===== config.mk =====
export PLATFORM = sky130hd
export DESIGN_NAME = led_strip_tx_flat
export DESIGN_NICKNAME = d
export VERILOG_FILES = /design/src/rtl/led_strip_if.sv /design/src/rtl/led_strip_tx.sv /design/src/flat_wrapper.sv
export SDC_FILE = /design/constraint.sdc
export NUM_CORES = 1
export LEC_CHECK = 0
export ABC_AREA = 1
export CAP_MARGIN = 20
export CORE_MARGIN = 4
export CORE_UTILIZATION = 30
export CTS_CLUSTER_SIZE = 28
export DETAILED_ROUTE_END_ITERATION = 8
export PLACE_DENSITY = 0.55
export RECOVER_POWER = 100
export SYNTH_ARGS = -nofsm -noshare
export SYNTH_HDL_FRONTEND = slang
export SYNTH_SLANG_ARGS = --single-unit

===== constraint.sdc =====
create_clock -name clk -period 7.9 [get_ports clk]
set_clock_uncertainty 0.15 [all_clocks]
set_input_delay 1.58 -clock clk [delete_from_list [all_inputs] [get_ports clk]]
set_output_delay 1.58 -clock clk [all_outputs]
set_load 0.02 [all_outputs]

===== src/rtl/led_strip_if.sv =====
// ============================================================================
//  Module      : led_strip_if
//  Description : Zone-mean frame input and serial LED status bundle for
//                led_strip_tx.
//  Revision    : 1.0 - initial release
// ============================================================================
`default_nettype none

interface led_strip_if;
  logic [7:0][3:0] MeanR;
  logic [7:0][3:0] MeanG;
  logic [7:0][3:0] MeanB;
  logic            start_i;
  logic            led_dout;
  logic            busy;
  logic            frame_done;

  modport master (
    output MeanR, MeanG, MeanB, start_i,
    input  led_dout, busy, frame_done
  );

  modport slave (
    input  MeanR, MeanG, MeanB, start_i,
    output led_dout, busy, frame_done
  );
endinterface

`default_nettype wire


===== src/rtl/led_strip_tx.sv =====
// ============================================================================
//  Module      : led_strip_tx
//  Description : WS2812-style serialiser for 8 zones x RGB 4-bit means, with a
//                one-deep pending frame buffer. Define LED_GAMMA_EN for n*n
//                intensity expansion instead of nibble replication.
//  Revision    : 1.0 - initial release
// ============================================================================
`default_nettype none

module led_strip_tx #(
  parameter int unsigned T0H  = 20,
  parameter int unsigned T1H  = 40,
  parameter int unsigned TBIT = 63,
  parameter int unsigned TRST = 15000
) (
  input  logic        clk,
  input  logic        rst_n,
  led_strip_if.slave  bus
);

  localparam logic [15:0] C_T0H_LAST  = 16'(T0H - 1);
  localparam logic [15:0] C_T1H_LAST  = 16'(T1H - 1);
  localparam logic [15:0] C_TBIT_LAST = 16'(TBIT - 1);
  localparam logic [15:0] C_TRST_LAST = 16'(TRST - 1);
  localparam logic [7:0]  C_BIT_LAST  = 8'd191;

  typedef enum logic [1:0] {
    S_IDLE  = 2'd0,
    S_HIGH  = 2'd1,
    S_LOW   = 2'd2,
    S_LATCH = 2'd3
  } state_t;

  state_t          r_state, w_state_nxt;
  logic [15:0]     r_cnt, w_cnt_nxt;
  logic [7:0]      r_idx, w_idx_nxt;
  logic            r_pending;
  logic            r_dout;
  logic [7:0][3:0] r_act_r, r_act_g, r_act_b;
  logic [7:0][3:0] r_pend_r, r_pend_g, r_pend_b;

  logic            w_load_new;
  logic            w_load_pend;
  logic            w_frame_done;
  logic            w_store_pend;
  logic [2:0]      w_zone;
  logic [4:0]      w_pos;
  logic [3:0]      w_nib;
  logic [7:0]      w_byte;
  logic            w_bit;
  logic [15:0]     w_high_last;

  function automatic logic [7:0] f_expand(input logic [3:0] n);
`ifdef LED_GAMMA_EN
    return {4'b0000, n} * {4'b0000, n};
`else
    return {n, n};
`endif
  endfunction

  // Split the 0..191 bit index into zone (24 bits each) and position in zone.
  always_comb begin
    w_zone = 3'd0;
    for (int z = 1; z < 8; z++) begin
      if (r_idx >= 8'(24 * z)) w_zone = 3'(z);
    end
    w_pos = 5'(r_idx - ({5'b00000, w_zone} * 8'd24));
    case (w_pos[4:3])
      2'd0:    w_nib = r_act_g[w_zone];
      2'd1:    w_nib = r_act_r[w_zone];
      default: w_nib = r_act_b[w_zone];
    endcase
    w_byte      = f_expand(w_nib);
    w_bit       = w_byte[3'd7 - w_pos[2:0]];
    w_high_last = w_bit ? C_T1H_LAST : C_T0H_LAST;
  end

  always_comb begin
    w_state_nxt  = r_state;
    w_cnt_nxt    = r_cnt + 16'd1;
    w_idx_nxt    = r_idx;
    w_load_new   = 1'b0;
    w_load_pend  = 1'b0;
    w_frame_done = 1'b0;
    case (r_state)
      S_IDLE: begin
        w_cnt_nxt = 16'd0;
        if (bus.start_i) begin
          w_state_nxt = S_HIGH;
          w_idx_nxt   = 8'd0;
          w_load_new  = 1'b1;
        end
      end
      S_HIGH: begin
        if (r_cnt == w_high_last) w_state_nxt = S_LOW;
      end
      S_LOW: begin
        if (r_cnt == C_TBIT_LAST) begin
          w_cnt_nxt = 16'd0;
          if (r_idx == C_BIT_LAST) begin
            w_state_nxt = S_LATCH;
          end else begin
            w_state_nxt = S_HIGH;
            w_idx_nxt   = r_idx + 8'd1;
          end
        end
      end
      S_LATCH: begin
        if (r_cnt == C_TRST_LAST) begin
          w_frame_done = 1'b1;
          w_cnt_nxt    = 16'd0;
          w_idx_nxt    = 8'd0;
          // A start in this very cycle outranks any older pending frame.
          if (bus.start_i) begin
            w_state_nxt = S_HIGH;
            w_load_new  = 1'b1;
          end else if (r_pending) begin
            w_state_nxt = S_HIGH;
            w_load_pend = 1'b1;
          end else begin
            w_state_nxt = S_IDLE;
          end
        end
      end
      default: w_state_nxt = S_IDLE;
    endcase
  end

  assign w_store_pend = bus.start_i && (r_state != S_IDLE);

  always_ff @(posedge clk) begin
    if (!rst_n) begin
      r_state   <= S_IDLE;
      r_cnt     <= 16'd0;
      r_idx     <= 8'd0;
      r_dout    <= 1'b0;
      r_pending <= 1'b0;
    end else begin
      r_state <= w_state_nxt;
      r_cnt   <= w_cnt_nxt;
      r_idx   <= w_idx_nxt;
      r_dout  <= (w_state_nxt == S_HIGH);
      if (w_load_new || w_load_pend) begin
        r_pending <= 1'b0;
      end else if (w_store_pend) begin
        r_pending <= 1'b1;
      end
    end
  end

  always_ff @(posedge clk) begin
    if (w_load_new) begin
      r_act_r <= bus.MeanR;
      r_act_g <= bus.MeanG;
      r_act_b <= bus.MeanB;
    end else if (w_load_pend) begin
      r_act_r <= r_pend_r;
      r_act_g <= r_pend_g;
      r_act_b <= r_pend_b;
    end
    if (w_store_pend) begin
      r_pend_r <= bus.MeanR;
      r_pend_g <= bus.MeanG;
      r_pend_b <= bus.MeanB;
    end
  end

  assign bus.led_dout   = r_dout;
  assign bus.busy       = (r_state != S_IDLE);
  assign bus.frame_done = w_frame_done;

endmodule

`default_nettype wire


===== src/flat_wrapper.sv =====
// flat-port wrapper written by rule: the top's interface ports become plain ports
module led_strip_tx_flat 
#(
  parameter int unsigned T0H  = 20,
  parameter int unsigned T1H  = 40,
  parameter int unsigned TBIT = 63,
  parameter int unsigned TRST = 15000
)
  (clk, rst_n, bus_MeanR, bus_MeanG, bus_MeanB, bus_start_i, bus_led_dout, bus_busy, bus_frame_done);
  led_strip_if bus_i ();
  input  logic clk;
  input  logic rst_n;
  input wire logic [$bits(bus_i.MeanR)-1:0] bus_MeanR;
  input wire logic [$bits(bus_i.MeanG)-1:0] bus_MeanG;
  input wire logic [$bits(bus_i.MeanB)-1:0] bus_MeanB;
  input wire logic [$bits(bus_i.start_i)-1:0] bus_start_i;
  output wire logic [$bits(bus_i.led_dout)-1:0] bus_led_dout;
  output wire logic [$bits(bus_i.busy)-1:0] bus_busy;
  output wire logic [$bits(bus_i.frame_done)-1:0] bus_frame_done;
  assign bus_i.MeanR = bus_MeanR;
  assign bus_i.MeanG = bus_MeanG;
  assign bus_i.MeanB = bus_MeanB;
  assign bus_i.start_i = bus_start_i;
  assign bus_led_dout = bus_i.led_dout;
  assign bus_busy = bus_i.busy;
  assign bus_frame_done = bus_i.frame_done;
  led_strip_tx #(.T0H(T0H), .T1H(T1H), .TBIT(TBIT), .TRST(TRST)) u_core (.clk(clk), .rst_n(rst_n), .bus(bus_i));
endmodule

==> impl_metrics.env, run 1 <==
export IMPL_outcome="finished, violations left"
export IMPL_violations="max-capacitance violations, max-slew violations"
export IMPL_layout_nets=994
export IMPL_crit_required_ns=8.01
export IMPL_wire_per_inst_um=16.27
export IMPL_drtPass1Iterations=5
export IMPL_rows=65
export IMPL_cts_tree="yes"
export IMPL_grt_busiest_layer="met2"
export IMPL_clkTransAtPathRegs_ns=0.06
export IMPL_hold_class="reg2reg"
export IMPL_synth_seq_cells=220
export IMPL_ir_drop_uv=114.5
export IMPL_port_buffers=101
export IMPL_startpoint="bus_start_i"
export IMPL_maxCapViolations=3
export IMPL_hold_end="u_core.r_cnt[0]"
export IMPL_finalMaxSlewViolations=146
export IMPL_r2r_slack_ns=2.50
export IMPL_grt_pass1_vias=6276
export IMPL_clock_sinks=220
export IMPL_setup_tns_ns=0
export IMPL_startpoint_type="input pin"
export IMPL_clock_path_buffers=3
export IMPL_place_congestion=0.7989
export IMPL_dr_total_vias=6173
export IMPL_leakage_uw=0.004263
export IMPL_crit_path_max_fanout=52
export IMPL_syn_inst=785
export IMPL_clock_tree_root_cell="clkbuf_16"
export IMPL_first_iter_violations=345
export IMPL_pin_count=102
export IMPL_grtUsageMet3_pct=2.234
export IMPL_drt_wl_total_um=21830
export IMPL_die_height_um=188.1
export IMPL_antennaDiodeCount=0
export IMPL_p_per_area_mw_per_mm2=238.6
export IMPL_rsz0062_at_grt="no"
export IMPL_dpl_hpwl_um=14360
export IMPL_grt_max_degree=64
export IMPL_ys_seq_area_share_pct=65.03
export IMPL_syn_num_nets=892
export IMPL_r2r_cells=26
export IMPL_min_period_ns=6.050
export IMPL_ys_warn_count=0
export IMPL_setup_viol=0
export IMPL_fin_ws_ns=1.850
export IMPL_ant_nets=0
export IMPL_pre_cts_ws_ns=2.796
export IMPL_antenna_found_initial=0
export IMPL_rr_startpoint="u_core.r_idx[7]"
export IMPL_cts_resized=0
export IMPL_use_met1_pct=16.21
export IMPL_fmax_ghz=0.1653
export IMPL_period_share_pct=76.59
export IMPL_clk_latency_ns=0.51
export IMPL_netlist_area_mm2=0.009728
export IMPL_grt_overflow_total=0
export IMPL_hold_buffers=0
export IMPL_grt_use_met2_pct=19.74
export IMPL_via_per_inst=4.600
export IMPL_avgSynthCellArea_um2=12.39
export IMPL_syn_to_final_growth_pct=24.28
export IMPL_worst_pin_slew_ns=3.146
export IMPL_r2r_end="u_core.bus.led_dout"
export IMPL_die_w_um=188.1
export IMPL_critPathCaptureType="register"
export IMPL_post_cts_buffers=0
export IMPL_cts_buffers=26
export IMPL_start_util_pct=30.59
export IMPL_track_usage_pct=11.97
export IMPL_crit_arrival_ns=6.16
export IMPL_coreArea_mm2=0.03180
export IMPL_drc=0
export IMPL_grt_pass1_wl_um=34480
export IMPL_cts_htree_levels=1
export IMPL_dieArea_mm2=0.03537
export IMPL_critPathKind="in2reg"
export IMPL_synthDistinctLibCells=39
export IMPL_relSlewSlack_pct=-109.8
export IMPL_hold_violations=0
export IMPL_worstHoldStart="u_core.r_cnt[0]"
export IMPL_drive_gt1_share_pct=16.32
export IMPL_whs_path_depth=1
## power breakdown
group	internal, uW	switching (uW)
clock	793	459
combinational	115	128
sequential	1370	22.3
total	2280	609
## sequential cells by signal, summed over array words and instances, names as in the netlist, 2 cells and up
signal,cells
u_core.r_cnt,16
u_core.r_state,2
u_core.r_act_r,32
u_core.r_act_b,32
u_core.r_pend_b,32
u_core.r_idx,8
u_core.r_pend_r,32
u_core.r_pend_g,32
u_core.r_act_g,32
## how the worst max path moves through the flow
| stage | to | slack, ns | cells past startpoint |
|---|---|---|---|
| 2_1_floorplan | u_core.r_pending | 1.49 | 4 |
| 3_3_place_gp | u_core.bus.led_dout | 2.82 | 26 |
| 3_5_place_dp | u_core.bus.led_dout | 2.80 | 28 |
| 4_1_cts | u_core.bus.led_dout | 2.76 | 26 |
| 5_1_grt | u_core.r_act_b[13] | 1.53 | 7 |
| 6_report | u_core.r_act_b[14] | 1.85 | 7 |
## cell families (layout without fill, tap and decap cells)
logic type,count (synthesis),in the layout,share of synthesized area (%)
multiplexers,96,96,11.11
AO/OA/AOI/OAI,30,30,1.839
AND/OR/NAND/NOR,329,329,15.70
XOR/XNOR,9,9,1.196
flip-flops,220,220,65.03
adder cells (fa/ha/maj),8,8,1.029
buffers and inverters,93,215,4.090
## metrics by stage
stage               util, %  hold WS [ns]  cells  instance area (um^2)  power, uW
global route          38.02        0.3351   1342                 12090       3011
global placement      35.18        0.2791   1293                 11190       1667
detailed placement    35.21        0.2948   1294                 11200       1671
finish                38.02        0.2986   1342                 12090       2885
floorplan                 -        0.2673    785                  9728       1558
CTS                   38.10        0.3032   1342                 12110       2937
## worst max-delay path, cell delays in order
cell	delay, ns
dlygate4sd3_1	0.60
inv_1	0.21
nor2_1	0.11
o21ai_4	0.06
clkbuf_1	1.82
clkbuf_2	1.26
mux2_2	0.44
## per-layer routing
| metal | vias to the layer above | wire (um) |
|---|---|---|
| met2 | 128 | 10410 |
| met1 | 2993 | 9945 |
| met4 | 0 | 486 |
| li1 | 3017 | - |
| met5 | - | 0 |
| met3 | 35 | 991 |
## synthesized netlist by cell type (all sizes together)
| library cell | count | area share (%) |
|---|---|---|
| xor2 | 7 | 0.63 |
| buf | 18 | 1.2 |
| nand2 | 113 | 4.6 |
| nand3b | 8 | 0.62 |
| o21ai | 14 | 0.84 |
| nor3 | 8 | 0.41 |
| clkinv | 2 | 0.077 |
| or2 | 1 | 0.064 |
| xnor2 | 2 | 0.57 |
| mux2 | 96 | 11 |
| nand4 | 6 | 0.39 |
| dfxtp | 28 | 5.8 |
| edfxtp | 192 | 59 |
| nand3 | 140 | 7.3 |
| o31ai | 1 | 0.077 |
| and2 | 1 | 0.064 |
| a21oi | 10 | 0.55 |
| ha | 8 | 1.0 |
| nor4 | 3 | 0.19 |
| a31oi | 1 | 0.064 |
| nor2 | 46 | 1.9 |
| a211oi | 3 | 0.23 |
| and3 | 1 | 0.064 |
| o21a | 1 | 0.077 |
| clkbuf | 16 | 0.62 |
| nor3b | 2 | 0.15 |
| inv | 57 | 2.2 |
## cell usage in the layout, fill, tap and decap left out, types with 2 or more instances in the layout
cell type and count:
nor3_1 8, a211oi_1 3, nor2_2 2, clkinv_4 2, ha_1 8, clkbuf_16 27
buf_4 2, edfxtp_1 192, clkinv_1 3, inv_2 4, clkinv_2 3, nand2_2 2
mux2_1 12, nand3b_1 8, nor3b_1 2, o21ai_4 2, xnor2_4 2, clkbuf_8 4
xor2_1 7, dfxtp_1 28, nor2_1 42, nand4_1 6, a21oi_1 9, o21ai_0 11
inv_1 53, mux2_2 84, nand2_1 108, nor2_4 2, bufinv_16 4, nor4_1 3
nand3_1 139, dlygate4sd3_1 101, nand2_4 3, clkbuf_1 10
## layout make-up
type | count | area (um^2)
inverter | 59 | 221.5
sequential | 220 | 6326
tap | 435 | 544.3
multi-input combinational | 472 | 3035
fill | 3090 | 19710
clock inverter | 11 | 163.9
clock buffer | 37 | 753.2
timing repair buffer | 108 | 1046
Power figures use the tool's default switching activity.
==> run 2, diff against run 1 <==
==> constraint.sdc (replaced) <==
create_clock -name clk -period 6.17 [get_ports clk]
set_clock_uncertainty 0.15 [all_clocks]
set_input_delay 1.234 -clock clk [delete_from_list [all_inputs] [get_ports clk]]
set_output_delay 1.234 -clock clk [all_outputs]
set_load 0.02 [all_outputs]
==> run 2 against run 1 <==
The flow still finishes with violations (max-capacitance violations, max-slew violations). Sequential share of layout area is 0.36 points higher. First-iteration DRC count is 27% higher. Power is 25% higher. Sequential cell count stayed put. Largest cell class unchanged. Largest power group unchanged.
==> impl_metrics.env, run 2 (same netlist as run 1, synthesis figures left out) <==
export IMPL_outcome="finished, violations left"
export IMPL_violations="max-capacitance violations, max-slew violations"
export IMPL_via_per_inst=4.585
export IMPL_die_w_um=188.1
export IMPL_rows=65
export IMPL_clk_latency_ns=0.54
export IMPL_cts_resized=0
export IMPL_clkTransAtPathRegs_ns=0.06
export IMPL_first_iter_violations=438
export IMPL_grt_max_degree=82
export IMPL_maxCapViolations=4
export IMPL_port_buffers=101
export IMPL_rr_startpoint="u_core.r_idx[7]"
export IMPL_r2r_slack_ns=1.09
export IMPL_layout_commonest_cell="edfxtp_1"
export IMPL_fmax_ghz=0.1880
export IMPL_worstHoldStart="u_core.r_cnt[0]"
export IMPL_dieArea_mm2=0.03537
export IMPL_hold_buffers=0
export IMPL_clock_path_buffers=3
export IMPL_worst_pin_slew_ns=3.155
export IMPL_antenna_found_initial=0
export IMPL_grt_overflow_total=0
export IMPL_crit_required_ns=6.11
export IMPL_crit_path_max_incr_delay_ns=2.18
export IMPL_p_per_area_mw_per_mm2=300.6
export IMPL_finalMaxSlewViolations=204
export IMPL_place_congestion=0.8403
export IMPL_antennaDiodeCount=0
export IMPL_dr_total_vias=6149
export IMPL_hold_class="reg2reg"
export IMPL_cts_buffers=27
export IMPL_drtPass1Iterations=5
export IMPL_final_cell_mix="edfxtp_1 (192), nand3_1 (139), nand2_1 (108), dlygate4sd3_1 (100), mux2_2 (73)"
export IMPL_min_period_ns=5.320
export IMPL_grt_pass1_vias=6269
export IMPL_crit_family="buffers and inverters"
export IMPL_track_usage_pct=11.74
export IMPL_cts_htree_levels=1
export IMPL_critPathCaptureType="register"
export IMPL_crit_path_max_fanout=58
export IMPL_total_power_uw=3610
export IMPL_period_share_pct=86.23
export IMPL_clock_sinks=220
export IMPL_start_util_pct=30.59
export IMPL_r2r_cells=28
export IMPL_layout_nets=996
export IMPL_wire_per_inst_um=15.68
export IMPL_startpoint_type="input pin"
export IMPL_clock_tree_root_cell="clkbuf_16"
export IMPL_grt_pass1_wl_um=33930
export IMPL_pin_count=102
export IMPL_hold_violations=0
export IMPL_setup_viol=0
export IMPL_setup_tns_ns=0
export IMPL_crit_slowest_cell="clkbuf_1"
export IMPL_drt_wl_total_um=21030
export IMPL_rsz0062_at_grt="no"
export IMPL_cp_buffers_inverters=3
export IMPL_whs_path_depth=1
export IMPL_coreArea_mm2=0.03180
export IMPL_critPathKind="in2reg"
export IMPL_crit_arrival_ns=5.26
export IMPL_post_cts_buffers=0
export IMPL_drive_gt1_share_pct=14.24
export IMPL_dpl_hpwl_um=14510
export IMPL_leakage_uw=0.004223
export IMPL_cts_tree="yes"
export IMPL_ant_nets=0
export IMPL_syn_to_final_growth_pct=23.43
export IMPL_hold_end="u_core.r_cnt[0]"
export IMPL_fin_area_mm2=0.01201
export IMPL_dpl_cell_area_mm2=0.01120
export IMPL_worstPathCellList="dlygate4sd3_1, inv_1, nor2_1, o21ai_0, nand2_1, clkbuf_1"
export IMPL_ir_drop_uv=172.4
export IMPL_r2r_end="u_core.bus.led_dout"
export IMPL_relSlewSlack_pct=-110.4
export IMPL_die_height_um=188.1
export IMPL_drc=0
## run 2: changes by cell type in the layout (fill, tap and decap cells not counted), moves of 2 or more
cell,change
nand2_2,+2
clkbuf_8,-4
nand2_4,-2
mux2_2,-11
mux2_1,+11
clkinv_1,+7
## run 2: how the worst max path moves through the flow
stage,startpoint,endpoint,cells after the start
floorplan,bus_start_i,u_core.r_pending,4
global placement,u_core.r_idx[7],u_core.bus.led_dout,28
detailed placement,u_core.r_idx[7],u_core.bus.led_dout,28
CTS,u_core.r_idx[7],u_core.bus.led_dout,28
global route,u_core.r_idx[7],u_core.bus.led_dout,28
finish,bus_start_i,u_core.r_act_g[4],6
## run 2: area by class of cell
cell class / instances / area, um^2
multi-input combinational: 472 / 3014
sequential: 220 / 6326
fill: 3082 / 19790
timing repair buffer: 109 / 1049
clock buffer: 30 / 686.9
clock inverter: 16 / 166.4
inverter: 59 / 221.5
tap: 435 / 544.3
## run 2: power breakdown
part	internal (uW)	switching [uW]	leakage, uW	total (uW)
Clock	922	597	0.000413	1520
Sequential	1750	30.5	0.00201	1790
Combinational	142	164	0.00180	306
## run 2: per-stage QoR
step                setup WS (ns)  cells  utilization [%]  hold slack [ns]
finish                     0.8496   1341            37.76           0.3047
global route               0.4449   1341            37.76           0.3398
CTS                         1.407   1340            37.89           0.3096
detailed placement          1.466   1294            35.21           0.2937
global placement            1.603   1293            35.18           0.2802
floorplan                  0.1061    785                -           0.2673
## run 2: worst register-to-register path: cells and delay by family (launching register included)
kind	cells	cell delay (ns)
flip-flops	1	0.55
adder cells (fa/ha/maj)	1	0.50
AND/OR/NAND/NOR	20	2.67
buffers and inverters	4	0.45
XOR/XNOR	3	0.70
## run 2: layer usage
metal / track usage (%) / part of all wire, % / wire length [um]
met1: 16.25 / 46 / 9760
met2: 19.10 / 47 / 9848
met3: 2.215 / 4.7 / 984
met4: 2.993 / 2.1 / 438
met5: 0 / 0 / 0
==> RTL edit 1: new RTL, config.mk and constraints of run 2 <==
Build with the macro `LED_GAMMA_EN` defined.
--- a/src/rtl/led_strip_tx.sv
+++ b/src/rtl/led_strip_tx.sv
@@ -6,6 +6,8 @@
 //  Revision    : 1.0 - initial release
 // ============================================================================
 `default_nettype none
+
+`define LED_GAMMA_EN
 
 module led_strip_tx #(
   parameter int unsigned T0H  = 20,
Function: no difference found for any inputs over 10 cycles, from zero or initial values and one cycle with rst_n low; that may be too few to reach the edited logic, so the function may still have changed.
==> RTL edit 1 against run 2 <==
Design area increased by 0.16%; largest cell class unchanged; setup slack improved by 0.054 ns; wire length increased by 3.7%; clock power decreased by 7%; power decreased by 2.6%; cell count increased by 1.4%; the flow still finishes with violations (capacitance limit, slew limit); register-to-register slack got worse by 0.19 ns; sequential cell count unchanged; critical path type is now flop to flop; synthesized area increased by 0.81%.
==> RTL edit 1: results (changes against run 2) <==
critical_path:
  critPathTopFamily: "simple AND/OR/NAND/NOR gates"
  cp_max_fo: 19  # -67%
  max_stage_delay_ns: 0.43  # -1.75 ns
  crit_slowest_cell: "fa_1"
place:
  io_buffers: 101  # unchanged
  placed_area_sq_um: 11300  # +0.99%
  dp_cells: 1316  # +1.7%
  hpwlAfterDp_um: 14600  # +0.57%
  pre_cts_ws_ns: 1.15  # -0.315 ns
logic_synthesis:
  synth_cell_type_count: 44  # +13%
  synth_compound_area_frac: 0.0324  # +0.0140
  synth_adder_area_share: 0.0161  # +0.00579
  synth.area.top_cells: "edfxtp_1, mux2_2, dfxtp_1, nand3_1, nand2_1"
  synthMuxAreaShare: 0.110  # -0.000893
  synthXorXnorAreaFrac: 0.00893  # -0.00303
  yosys-top-cells-count: "edfxtp_1, nand2_1, nand3_1, mux2_2, nor2_1"
  synth.yosys.seq_area_share: 0.645  # -0.00523
drt:
  wirelength_um: 21800  # +3.7%
  viasPerCell: 4.54  # -0.90%
  drt_pass1_iterations: 6  # +1
  drt_iter0_drc: 505  # +15%
  avgRoutedWirePerCell_um: 16.0  # +2.3%
global_routing:
  met2_usage: 0.197  # +0.00583
  globalRouteTotalUtil: 0.120  # +0.00246
  grt_max_degree: 76  # -7.3%
  grt_pass1_vias: 6268  # -0.016%
  grt_pass1_wl_um: 34500  # +1.8%
  grt.met1_usage: 0.166  # +0.00354
  grt_use_met3: 0.0222  # +0.0000786
cells_and_area:
  multi_input_area_share: 0.258  # +0.00658
  multi_input_gates: 493  # +4.4%
  nClkBuffers: 28  # -6.7%
  clock_cell_area_share: 0.0644  # -0.00666
  inverters: 58  # -1.7%
  syn_to_final_growth_pct: 22.6
  buf_share: 0.0886  # +0.00132
  nNonClkBuffers: 111  # +1.8%
  nFillCells: 3134  # +1.7%
  drive_gt1_frac: 0.163  # +0.0209
  nets: 1020  # +2.4%
run_status:
  violations: "capacitance limit, slew limit"
  status: "finished with violations"
power_and_ir_drop:
  p_sw_uw: 793  # +0.23%
  combPwrFrac: 0.093  # +0.008
  total_leakage_power_nw: 4.29  # +1.7%
  ir_drop_mv: 0.150  # -13%
  clock_power_share: 0.402  # -0.019
die:
  dieArea_sq_um: 35600  # +0.77%
cts:
  cts_buffers: 25  # -7.4%
  clock_latency_ns: 0.52  # -0.02 ns
timing:
  relSlewSlack: -0.732  # +0.371
  slew_violations: 141  # -31%
job:
  drv_cap: 4  # unchanged
[RTL edit 1: changes by cell type after synthesis, moves of 5 or more]
cell and delta:
a21oi_1 +10, buf_2 -7, nand2_1 +16, nand3_1 -37, nand3b_1 -8, nor3_1 +5, nor2_1 +15
[RTL edit 1: routing by layer]
layer,up-vias,part of all wire
li1,3075,-
met4,0,0.018
met3,28,0.042
met1,2959,0.47
met2,118,0.47
met5,-,0
[RTL edit 1: path summary, 6_finish.rpt]
check / end / depth (start not counted) / slack [ns] / from
worst max-delay path: u_core.bus.led_dout / 39 / 0.90 / u_core.r_idx[7]
worst min register to register: u_core.r_cnt[0] / 1 / 0.32 / u_core.r_cnt[0]
worst max register to register: u_core.bus.led_dout / 39 / 0.90 / u_core.r_idx[7]
worst min-delay path: u_core.r_cnt[0] / 1 / 0.32 / u_core.r_cnt[0]
==> RTL edit 2: new RTL, settings of run 2 <==
Without the edit above. Encoding of `state_t`: now one-hot (4 bits for 4 states).
--- a/src/rtl/led_strip_tx.sv
+++ b/src/rtl/led_strip_tx.sv
@@ -24,11 +24,11 @@
   localparam logic [15:0] C_TRST_LAST = 16'(TRST - 1);
   localparam logic [7:0]  C_BIT_LAST  = 8'd191;
 
-  typedef enum logic [1:0] {
-    S_IDLE  = 2'd0,
-    S_HIGH  = 2'd1,
-    S_LOW   = 2'd2,
-    S_LATCH = 2'd3
+  typedef enum logic [3:0] {
+    S_IDLE  = 4'b0001,
+    S_HIGH  = 4'b0010,
+    S_LOW   = 4'b0100,
+    S_LATCH = 4'b1000
   } state_t;
 
   state_t          r_state, w_state_nxt;
Function: no difference found for any inputs over 10 cycles, from zero or initial values and one cycle with rst_n low; not proved beyond that.
==> RTL edit 2 against run 2 <==
The run still ends with capacitance limit, slew limit left; sequential cell count increased by 2; synthesized area is 0.42% lower; wire length down 2.2%; cell count is 3.6% lower; non-clock buffer count shrank 1; highest routed layer unchanged; first-iteration DRC count fell by 12%; design area is 1.8% lower; setup slack gained 0.055 ns; power up 0.32%; maximum frequency rose by 1.0%; critical path type unchanged; critical endpoint is now u_core.r_pend_r[18]; register-to-register slack lost 0.08 ns; hold slack better by 0.011 ns; largest cell class unchanged; die area is 0.41% lower.
==> RTL edit 2: results (changes against run 2) <==
power_and_ir_drop:
  total_leakage_power_nw: 4.16  # -1.6%
  p_int_mw: 2.81  # -0.40%
  ir_drop_mv: 0.175  # +1.6%
global_routing:
  globalRouteTotalUtil: 0.115  # -0.00212
  grt_pass1_vias: 6081  # -3.0%
  grt.met1_usage: 0.164  # +0.00190
  met2_usage: 0.186  # -0.00530
  grt_max_degree: 70  # -15%
job:
  drv_cap: 6  # +2
timing:
  slew_violations: 210  # +2.9%
  relSlewSlack: -0.806  # +0.297
critical_path:
  cp_data_arrival_time_ns: 5.22  # -0.04 ns
  max_stage_delay_ns: 1.98  # -0.20 ns
  cp_max_fo: 29  # -50%
  crit_slowest_cell: "nor2_1"
drt:
  dr_wl_met3_um: 853  # -13%
  wl_met1_um: 9810  # +0.51%
  wl_met2_um: 9590  # -2.6%
  num_vias: 6001  # -2.4%
cells_and_area:
  nets: 976  # -2.0%
  stdcell_count: 1293  # -3.6%
  nFillCells: 3083  # +0.032%
  post-route-util: 0.372  # -0.00566
logic_synthesis:
  synth_nets: 876  # -1.8%
  synth.area.top_cells: "edfxtp_1, mux2_2, nand3_1, dfxtp_1, nand2_1"
  yosys-top-cells-count: "edfxtp_1, nand3_1, nand2_1, mux2_2, inv_1"
place:
  placed_area_sq_um: 11100  # -0.80%
  pre_cts_ws_ns: 1.39  # -0.0735 ns
  dp_cells: 1249  # -3.5%
  place.gp.congestion: 0.771  # -8.3%
run_status:
  violations: "capacitance limit, slew limit"
  status: "finished with violations"
cts:
  cts_buffers: 24  # -11%
==> RTL edit 2: cell types whose count changed after synthesis, moves of 3 or more <==
cell             run 2  this run
buf_2               12        21
clkbuf_1            16         7
a21oi_1              9        16
nor2_1              43        36
nand2_1            108       102
nand3_1            139       134
nor3_1               8        13
ha_1                 8         4
o21ai_1              3         0
==> RTL edit 2: final timing paths <==
path | from | end | slack (ns) | cells past startpoint
max reg2reg | u_core.r_cnt[0] | u_core.r_act_b[15] | 1.01 | 8
min reg2reg | u_core.r_cnt[0] | u_core.r_cnt[0] | 0.32 | 1
max | bus_start_i | u_core.r_pend_r[18] | 0.90 | 4
min | u_core.r_cnt[0] | u_core.r_cnt[0] | 0.32 | 1
==> RTL edit 2: final cells by class <==
class | count | area share
inverters | 61 | 0.0194
well taps | 402 | 0.0426
repair buffers | 108 | 0.0892
clock buffers | 37 | 0.0585
multi-input cells | 456 | 0.246
flip-flops and latches | 222 | 0.540
clock inverters | 7 | 0.00467
==> RTL edit 2: cells by family (layout without fill, tap and decap cells) <==
family / after synthesis / after routing / synth area share
mux: 96 / 96 / 0.112
fa+ha+maj: 4 / 4 / 0.00517
simple gates: 312 / 312 / 0.149
buf+inv: 95 / 213 / 0.0430
xor+xnor: 7 / 7 / 0.0102
flops: 222 / 222 / 0.657
compound gates: 37 / 37 / 0.0236
==> RTL edit 2: power groups by stage <==
| stage | clock network, mW | registers [mW] | logic, mW |
|---|---|---|---|
| 6_report | 1.37 | 1.87 | 0.388 |
| 3_3_place_gp | 0 | 1.89 | 0.419 |
| 4_1_cts | 1.41 | 1.86 | 0.424 |
| 3_5_place_dp | 0 | 1.89 | 0.421 |
| 2_1_floorplan | 0 | 1.89 | 0.255 |
| 5_1_grt | 1.47 | 1.88 | 0.434 |
